## src/rtl/list_fetch_arbiter_if.sv

```systemverilog
// list_fetch_arbiter_if: bundles the request/grant, fetch-command, upstream
// stream and per-consumer stream signals of the list fetch arbiter.
// master = arbiter side, slave = environment (reader + cache bank) side.
interface list_fetch_arbiter_if #(
    parameter int N   = 4,
    parameter int DBW = 256
);
    logic [N-1:0]   req;
    logic [N-1:0]   gnt;
    logic           cmd_valid;
    logic           cmd_ready;
    logic [3:0]     cmd_dest;
    logic [DBW-1:0] s_tdata;
    logic           s_tvalid;
    logic           s_tready;
    logic [3:0]     s_tdest;
    logic           s_tlast;
    logic [DBW-1:0] m_tdata;
    logic [N-1:0]   m_tvalid;
    logic [N-1:0]   m_tready;
    logic           err;

    modport master (
        input  req, cmd_ready, s_tdata, s_tvalid, s_tdest, s_tlast, m_tready,
        output gnt, cmd_valid, cmd_dest, s_tready, m_tdata, m_tvalid, err
    );

    modport slave (
        output req, cmd_ready, s_tdata, s_tvalid, s_tdest, s_tlast, m_tready,
        input  gnt, cmd_valid, cmd_dest, s_tready, m_tdata, m_tvalid, err
    );
endinterface

```

## src/rtl/list_fetch_arbiter.sv

```systemverilog
// list_fetch_arbiter: round-robin arbiter sharing one upstream list-reader
// stream among N list cache consumers. One grant = one fetch command plus
// exactly BL routed data beats.
// Optional feature macro: LIST_ARB_DEST_CHECK_EN (beat TDEST/TLAST checking,
// sticky error flag, draining of misrouted beats).
module list_fetch_arbiter #(
    parameter int N   = 4,
    parameter int DBW = 256,
    parameter int BL  = 2,
    localparam int IW = $clog2(N)
) (
    input  logic                   i_aclk,
    input  logic                   i_aresetn,   // active-high despite the name
    list_fetch_arbiter_if.master   bus
);
    localparam int CW = $clog2(BL + 1);

    typedef enum logic [1:0] {S_IDLE, S_CMD, S_DATA} state_t;

    state_t        r_state;
    logic [IW-1:0] r_last;
    logic [IW-1:0] r_cur;
    logic [CW-1:0] r_cnt;
    logic [N-1:0]  r_gnt;
    logic          r_cmd_valid;
    logic [3:0]    r_cmd_dest;

    logic [IW-1:0] w_pick;
    logic          w_any;
    logic          w_in_data;
    logic          w_dest_bad;
    logic          w_s_tready;
    logic [N-1:0]  w_m_tvalid;
    logic          w_beat;
    logic          w_cnt_last;

    // Round-robin pick: scan farthest to nearest from last+1 so the nearest
    // pending requester overwrites and wins.
    always_comb begin
        int sum;
        w_any  = 1'b0;
        w_pick = '0;
        for (int i = N; i >= 1; i--) begin
            sum = int'(r_last) + i;
            if (sum >= N) sum = sum - N;
            if (bus.req[sum]) begin
                w_any  = 1'b1;
                w_pick = IW'(sum);
            end
        end
    end

    assign w_in_data  = (r_state == S_DATA);
    assign w_cnt_last = (r_cnt == CW'(BL - 1));

`ifdef LIST_ARB_DEST_CHECK_EN
    assign w_dest_bad = w_in_data && (bus.s_tdest != 4'(r_cur));
`else
    assign w_dest_bad = 1'b0;
    wire   w_unused_ok = ^{bus.s_tdest, bus.s_tlast};
`endif

    // Data routing: pass-through to the granted consumer only while in DATA;
    // misrouted beats are hidden from every consumer and drained.
    always_comb begin
        w_s_tready = 1'b0;
        w_m_tvalid = '0;
        if (w_in_data) begin
            if (w_dest_bad) begin
                w_s_tready = 1'b1;
            end else begin
                w_s_tready        = bus.m_tready[r_cur];
                w_m_tvalid[r_cur] = bus.s_tvalid;
            end
        end
    end

    assign w_beat = w_in_data && bus.s_tvalid && w_s_tready;

    // Arbitration FSM with registered grant and command outputs.
    always_ff @(posedge i_aclk) begin
        if (i_aresetn) begin
            r_state     <= S_IDLE;
            r_last      <= IW'(N - 1);
            r_cur       <= '0;
            r_cnt       <= '0;
            r_gnt       <= '0;
            r_cmd_valid <= 1'b0;
            r_cmd_dest  <= '0;
        end else begin
            case (r_state)
                S_IDLE: begin
                    if (w_any) begin
                        r_cur       <= w_pick;
                        r_gnt       <= N'(1) << w_pick;
                        r_cmd_valid <= 1'b1;
                        r_cmd_dest  <= 4'(w_pick);
                        r_state     <= S_CMD;
                    end
                end
                S_CMD: begin
                    if (bus.cmd_ready) begin
                        r_cmd_valid <= 1'b0;
                        r_cnt       <= '0;
                        r_state     <= S_DATA;
                    end
                end
                S_DATA: begin
                    if (w_beat) begin
                        r_cnt <= r_cnt + CW'(1);
                        if (w_cnt_last) begin
                            r_last  <= r_cur;
                            r_gnt   <= '0;
                            r_state <= S_IDLE;
                        end
                    end
                end
                default: r_state <= S_IDLE;
            endcase
        end
    end

`ifdef LIST_ARB_DEST_CHECK_EN
    logic r_err;

    // Sticky protocol error: wrong destination or TLAST out of place.
    always_ff @(posedge i_aclk) begin
        if (i_aresetn) begin
            r_err <= 1'b0;
        end else if (w_beat && (w_dest_bad || (bus.s_tlast != w_cnt_last))) begin
            r_err <= 1'b1;
        end
    end

    assign bus.err = r_err;
`else
    assign bus.err = 1'b0;
`endif

    assign bus.gnt       = r_gnt;
    assign bus.cmd_valid = r_cmd_valid;
    assign bus.cmd_dest  = r_cmd_dest;
    assign bus.s_tready  = w_s_tready;
    assign bus.m_tvalid  = w_m_tvalid;
    assign bus.m_tdata   = bus.s_tdata;
endmodule

```

## src/flat_wrapper.sv

```systemverilog
// flat-port wrapper written by rule: the top's interface ports become plain ports
module list_fetch_arbiter_flat 
#(
    parameter int N   = 4,
    parameter int DBW = 256,
    parameter int BL  = 2,
    localparam int IW = $clog2(N)
)
  (i_aclk, i_aresetn, bus_req, bus_cmd_ready, bus_s_tdata, bus_s_tvalid, bus_s_tdest, bus_s_tlast, bus_m_tready, bus_gnt, bus_cmd_valid, bus_cmd_dest, bus_s_tready, bus_m_tdata, bus_m_tvalid, bus_err);
  list_fetch_arbiter_if #(.N(N), .DBW(DBW)) bus_i ();
  input  logic i_aclk;
  input  logic i_aresetn;
  input wire logic [$bits(bus_i.req)-1:0] bus_req;
  input wire logic [$bits(bus_i.cmd_ready)-1:0] bus_cmd_ready;
  input wire logic [$bits(bus_i.s_tdata)-1:0] bus_s_tdata;
  input wire logic [$bits(bus_i.s_tvalid)-1:0] bus_s_tvalid;
  input wire logic [$bits(bus_i.s_tdest)-1:0] bus_s_tdest;
  input wire logic [$bits(bus_i.s_tlast)-1:0] bus_s_tlast;
  input wire logic [$bits(bus_i.m_tready)-1:0] bus_m_tready;
  output wire logic [$bits(bus_i.gnt)-1:0] bus_gnt;
  output wire logic [$bits(bus_i.cmd_valid)-1:0] bus_cmd_valid;
  output wire logic [$bits(bus_i.cmd_dest)-1:0] bus_cmd_dest;
  output wire logic [$bits(bus_i.s_tready)-1:0] bus_s_tready;
  output wire logic [$bits(bus_i.m_tdata)-1:0] bus_m_tdata;
  output wire logic [$bits(bus_i.m_tvalid)-1:0] bus_m_tvalid;
  output wire logic [$bits(bus_i.err)-1:0] bus_err;
  assign bus_i.req = bus_req;
  assign bus_i.cmd_ready = bus_cmd_ready;
  assign bus_i.s_tdata = bus_s_tdata;
  assign bus_i.s_tvalid = bus_s_tvalid;
  assign bus_i.s_tdest = bus_s_tdest;
  assign bus_i.s_tlast = bus_s_tlast;
  assign bus_i.m_tready = bus_m_tready;
  assign bus_gnt = bus_i.gnt;
  assign bus_cmd_valid = bus_i.cmd_valid;
  assign bus_cmd_dest = bus_i.cmd_dest;
  assign bus_s_tready = bus_i.s_tready;
  assign bus_m_tdata = bus_i.m_tdata;
  assign bus_m_tvalid = bus_i.m_tvalid;
  assign bus_err = bus_i.err;
  list_fetch_arbiter #(.N(N), .DBW(DBW), .BL(BL)) u_core (.i_aclk(i_aclk), .i_aresetn(i_aresetn), .bus(bus_i));
endmodule
```

## config.mk

```make
export PLATFORM = sky130hd
export DESIGN_NAME = list_fetch_arbiter_flat
export DESIGN_NICKNAME = d
export VERILOG_FILES = /design/src/rtl/list_fetch_arbiter_if.sv /design/src/rtl/list_fetch_arbiter.sv /design/src/flat_wrapper.sv
export SDC_FILE = /design/constraint.sdc
export NUM_CORES = 1
export LEC_CHECK = 0
export CORE_AREA = 2 2 210 212
export DETAILED_ROUTE_END_ITERATION = 10
export DIE_AREA = 0 0 212 214
export PLACE_DENSITY = 0.31
export SLEW_MARGIN = 20
export SYNTH_ARGS = -nofsm -noshare
export SYNTH_HDL_FRONTEND = slang
export SYNTH_SLANG_ARGS = --single-unit
```

## constraint.sdc

```tcl
create_clock -name i_aclk -period 2.2 [get_ports i_aclk]
set_input_delay 0.44 -clock i_aclk [delete_from_list [all_inputs] [get_ports i_aclk]]
set_output_delay 0.44 -clock i_aclk [all_outputs]
set_load 0.005 [all_outputs]
```

-- Word level (Yosys, flattened, before mapping)
Cells that the tools add are included.
- eq/ne operators: 7
- bitwise logic cells: 1
- multiplexer cells: 45
- div/mod/pow operators: 0
- add/subtract/negate cells: 9
- multipliers: 0
- magnitude comparators: 10
- reductions and logical operators: 13
- shift-type cells: 1
- operator list (operator ; count):
    32-bit by 4-bit greater-or-equal comparator with 1-bit output, second input constant ; 4
    32-bit by 4-bit < comparator with 1-bit output, second input constant ; 4
    32-bit 2-to-1 mux ; 4
    32-bit by 4-bit subtractor with 32-bit output, second input constant ; 4
    2-bit 2-to-1 mux ; 10
    1-bit 2-to-1 mux ; 17
    4-bit 2-to-1 mux ; 4
    1-bit binary-select mux with 2-bit select ; 5
    3-bit AND reduction ; 3
    4-bit case mux with 2 select lines ; 1
    4-bit AND reduction ; 2
    2-bit by 2-bit adder with 3-bit output, second input constant ; 2
    2-bit != test, second input constant ; 3
    2-bit case mux with 3 select lines ; 1
    2-bit nonzero test ; 3
    2-bit by 3-bit adder with 4-bit output, second input constant ; 1
    4-bit bitwise AND ; 1
    2-bit by 1-bit equality test with 1-bit output, second input constant ; 2
    2-bit case mux with 2 select lines ; 1
    1-bit by 2-bit left shift with 4-bit output, first input constant ; 1
    2-bit by 1-bit adder with 3-bit output, second input constant ; 1
    1-bit logical AND ; 3
    2-bit by 3-bit < comparator with 1-bit output, second input constant ; 1
    2-bit by 1-bit adder with 2-bit output, second input constant ; 1
    7 further kinds ; 7
- logic and storage cells: 92
- flip-flop bits (word level): 13
- latch bits: 0
- ROM bits: 0
- memories kept: 0
- output and inout bits: 271
- memory bits (writable): 0

-- Longest topological paths before layout
- depth in word-level cells: 13
- mapped depth: 5
- gate-level depth less buffers: 5

-- Worst setup path after synthesis
Ideal clock, no wire load.
- kind: flip-flop to flip-flop
- from: register u_core.r_cur[0]
- to: register u_core.r_gnt[0], in the netlist u_core.bus.gnt[0]
- data arrival time: 1575 ps
- library setup time: 61 ps
- period minus slack after synthesis: 1635 ps
- path buffers: 0
- stages on the path, launching flop included: 5
- path slack: 565 ps
- cell sequence: dfxtp_1 -> mux4_2 -> and3_4 -> o31ai_4 -> a32o_1
- cells in the longest elaborated chain, start to end: 6
- RTL lines (what ; RTL line ; text):
    from (decl) ; list_fetch_arbiter.sv:22 ; logic [IW-1:0] r_cur;
    from (signal assigned) ; list_fetch_arbiter.sv:94 ; r_cur <= w_pick;
    1-bit binary-select mux with 2-bit select ; list_fetch_arbiter.sv:72 ; w_s_tready = bus.m_tready[r_cur];
    1-bit 2-to-1 mux (implied by the code) ; list_fetch_arbiter.sv:72 ;
    1-bit 2-to-1 mux ; list_fetch_arbiter.sv:68 ; if (w_in_data) begin
    1-bit logical AND ; list_fetch_arbiter.sv:78 ; assign w_beat = w_in_data && bus.s_tvalid && w_s_tready;
    2-bit != test (no source line) ; n/a ;
    4-bit AND reduction (no source line) ; n/a ;
    to (signal assigned) ; list_fetch_arbiter.sv:95 ; r_gnt <= N'(1) << w_pick;
    to (decl) ; list_fetch_arbiter.sv:24 ; logic [N-1:0] r_gnt;
Every way passes these cells. The select of a mux whose other input is x is not followed.
A chain may end at the register's enable or synchronous reset.

-- Worst setup path in the final report
- from: input bus_s_tvalid
- to: output bus_m_tvalid[1]
- cells in the longest elaborated chain, start to end: 2
- RTL lines (what ; RTL line ; text):
    from (decl) ; flat_wrapper.sv:16 ; input wire logic [$bits(bus_i.s_tvalid)-1:0] bus_s_tvalid;
    4-bit bitwise AND (no source line) ; n/a ;
    4-bit 2-to-1 mux ; list_fetch_arbiter.sv:68 ;
    to (decl) ; flat_wrapper.sv:25 ; output wire logic [$bits(bus_i.m_tvalid)-1:0] bus_m_tvalid;
Every way passes these cells.

==> summary.md <==
| Metric | Value |
|---|---|
| Met1 WL | 2310 microns |
| Clock transition at path regs | 0.05 ns |
| Number of buffers inserted by hold repair at cts | 0 |
| Unrepaired setup endpoints after global routing | no |
| Later-pin clock latency in the skew report | 0.24 ns |
| Post-Syn Area | 2640 sq um |
| Vias per Instance | 1.68 |
| Critical R2R Launch | u_core.r_cur[0] |
| Top Layer Used | met4 |
| Global-route wire length before repair | 11400 microns |
| Critical path class | input port to primary output |
| Synth-to-Final Area Change | -30.7% |
| Worst-case vdd ir drop | 0.334 mV |
| Outcome | complete, no violations |
| Final Cell Area | 1830 sq um |
| CTS tree | done |
| Layout Cells excl Fill | 704 |
| Residual DRC count | 0 |
| Initial antenna violation count | 1 |
| Hold Violations, Final | 0 |
| Placed wire-length estimate | 8180 microns |
| Overall power | 0.761 mW |
| Row cnt | 76 |
| Fmax | 0.476 GHz |
| #FFs+latches synth | 13 |
| Post-synth top area cell | buf_4 |
| Setup Skew | 0.00337 ns |
| Min-Delay Path Class | flip-flop to flip-flop |
| Max-slew violations | 0 |
| Crit-path max cell delay | 0.51 ns |
| Metal3 WL | 2120 microns |
| Leakage Power | 0.455 nW |
| Diodes inserted | 0 |
| Clock Sinks | 13 |
| GP Congestion | 0.605 |
| Slowest cell on crit path | clkdlybuf4s50_1 |
| Area after DPL | 1750 sq um |
| Total global-route track usage | 0.0376 |
| Routed Antenna Nets | 0 |
| Average cell area after synthesis | 7.80 sq um |
| Overflow after GRT | 0 |
| Power Density | 417 nW/um^2 |
| CTS H-tree depth | 1 |
| Hold path endpoint | u_core.bus.gnt[1] |
| Setup crit start kind | input port |
| CP arrival | 1.66 ns |
| Die H | 214 microns |
| Hold wc startpoint | u_core.bus.gnt[1] |
| Crit path max-delay family | buffers and inverters |
| Cts bufs inserted | 3 |
| PortBufs | 23 |
| Final count of negative-setup-slack endpoints | 0 |
| Root Buffer | clkbuf_16 |
| Seq/Total Area, Yosys | 0.0987 |
| Clk buf depth | 2 |
| Largest cells by area after synthesis | buf_4, dfxtp_1, nand2b_1, a21oi_1, nor2_1 |
| Layout Nets | 394 |
| CP Capture Type | primary output |
| Vias in the first global route | 1349 |
| Total of max-cap violations | 0 |
| DR iter-0 viols | 43 |
| Yosys top cell area share | 0.738 |
| Die area | 45400 sq um |
| WP buf/inv | 2 |
| Synthesized instance count | 338 |
| Required @ worst endpoint | 1.76 ns |
| Reg2Reg Depth | 5 |
| Die span in x | 212 microns |
| Yosys warns | 0 |
| Via count | 1185 |
| Share of layout cells above drive strength 1 | 0.168 |
| Met2 WL | 3720 microns |
| I/O pins | 544 |
| Cell count after placement | 700 |
| Critical R2R Capture | u_core.bus.gnt[0] |
| Worst hold margin | 0.478 ns |
| Fillers | 5115 |
| Final wirelength | 9480 microns |
| Initial core utilization | 0.0615 |
| Flop2flop setup slack | 0.42 ns |
| Largest net degree at the start of global routing | 14 |
| Fin crit share | 0.955 |
| Final setup TNS | 0 ns |
| Crit-path cells | clkdlybuf4s50_1 > nand3_1 > nor2_1 > clkdlybuf4s50_1 |
| Most frequent CP cell | clkdlybuf4s50_1 |
| CORE AREA | 42900 sq um |
| Length of the first detailed-routing pass in iterations | 3 |
| Worst Path Max Fanout | 3 |
| Synth cell types | 31 |
| WL/cell | 13.5 microns |
| Minimum clock period | 2.10 ns |
| Hold depth | 1 |
[layout by cell type, fill, tap and decap left out, drive strengths merged, types with 2 or more instances in the layout]
master	netlist	final
nor2b	3	3
a211oi	2	2
conb	1	3
nand3	4	4
o31ai	3	3
dfxtp	13	13
o2bb2ai	2	2
nand2	2	2
clkdlybuf4s50	0	20
a32o	2	2
nor3	5	5
nand4b	2	2
a211o	2	2
nand2b	5	5
o21ai	2	2
inv	4	4
dlymetal6s2s	0	2
buf	259	12
a21oi	6	6
nor2	8	8
clkbuf	1	5
nor4	2	2
[cells by family after synthesis]
kind of cell / synth area share
buffers and inverters: 0.745
other: 0.00142
DFF: 0.0987
and+or+nand+nor: 0.0740
adders and majority gates: 0.00475
muxes: 0.00854
AOI/OAI and AO/OA: 0.0679
[synth_stat cells]
cell type  instances
a2111oi_0          1
a211o_1            2
a211oi_1           2
a21oi_1            6
a32o_1             2
and2_2             1
and3_4             1
buf_4            259
clkbuf_1           1
conb_1             1
dfxtp_1           13
ha_1               1
inv_1              4
mux4_2             1
nand2_1            2
nand2b_1           5
nand3_1            4
nand3b_1           1
nand4_1            1
nand4b_1           2
nor2_1             8
nor2b_1            3
nor3_1             5
nor4_1             2
o211ai_1           1
o21ai_0            2
o21bai_1           1
o22a_1             1
o2bb2ai_1          2
o31ai_1            2
o31ai_4            1
[metrics by stage]
step,utilization,setup slack [ns]
2_1_floorplan,-,0.565
3_3_place_gp,0.0408,-0.230
3_5_place_dp,0.0408,-0.216
4_1_cts,0.0426,0.0272
5_1_grt,0.0426,0.0283
6_report,0.0426,0.0991
[worst reg2reg max path, cell delays in order, from the launching register on]
cell	delay, ns
dfxtp_1	0.40
mux4_2	0.53
buf_4	0.16
and3_4	0.19
o31ai_4	0.28
a32o_1	0.16
[how the worst max path moves through the flow]
stage,start,to,slack (ns),cells past startpoint
6_report,bus_s_tvalid,bus_m_tvalid[1],0.1,4
5_1_grt,bus_s_tvalid,bus_m_tvalid[1],0.03,4
4_1_cts,bus_s_tvalid,bus_m_tvalid[0],0.03,4
3_5_place_dp,bus_m_tready[3],bus_s_tready,-0.22,4
3_3_place_gp,bus_m_tready[3],bus_s_tready,-0.23,4
2_1_floorplan,u_core.r_cur[0],u_core.bus.gnt[0],0.56,4
[flip-flops by register name, indices dropped and copies added, names as in the netlist]
register / flops
u_core.bus.cmd_valid: 1
u_core.bus.gnt: 4
u_core.r_last: 2
u_core.r_cnt: 2
u_core.r_cur: 2
u_core.r_state: 2
[layout make-up]
type / count / area (sq um) / share of cell area
multi-input cells: 63 / 420 / 0.230
well taps: 585 / 732 / 0.401
repair buffers: 35 / 320 / 0.175
clock buffers: 4 / 78.8 / 0.0432
inverters: 4 / 15.0 / 0.00822
flip-flops and latches: 13 / 260 / 0.142
[where the power goes]
group | switching [mW] | internal [mW]
combinational | 0.0719 | 0.0816
clock | 0.101 | 0.245
sequential | 0.0118 | 0.250
[layer usage]
layer	global-route usage	vias up
li1	-	374
met1	0.0270	453
met2	0.0513	218
met3	0.0328	140
met4	0.0516	0
met5	0.00108	-
[timing repair]
| item | in CTS | in global routing |
|---|---|---|
| setup buffers | 0 | 0 |
| gates resized for setup | 2 | 3 |
| setup endpoints to repair | 1 | 3 |
(Power assumes the default switching activity.)
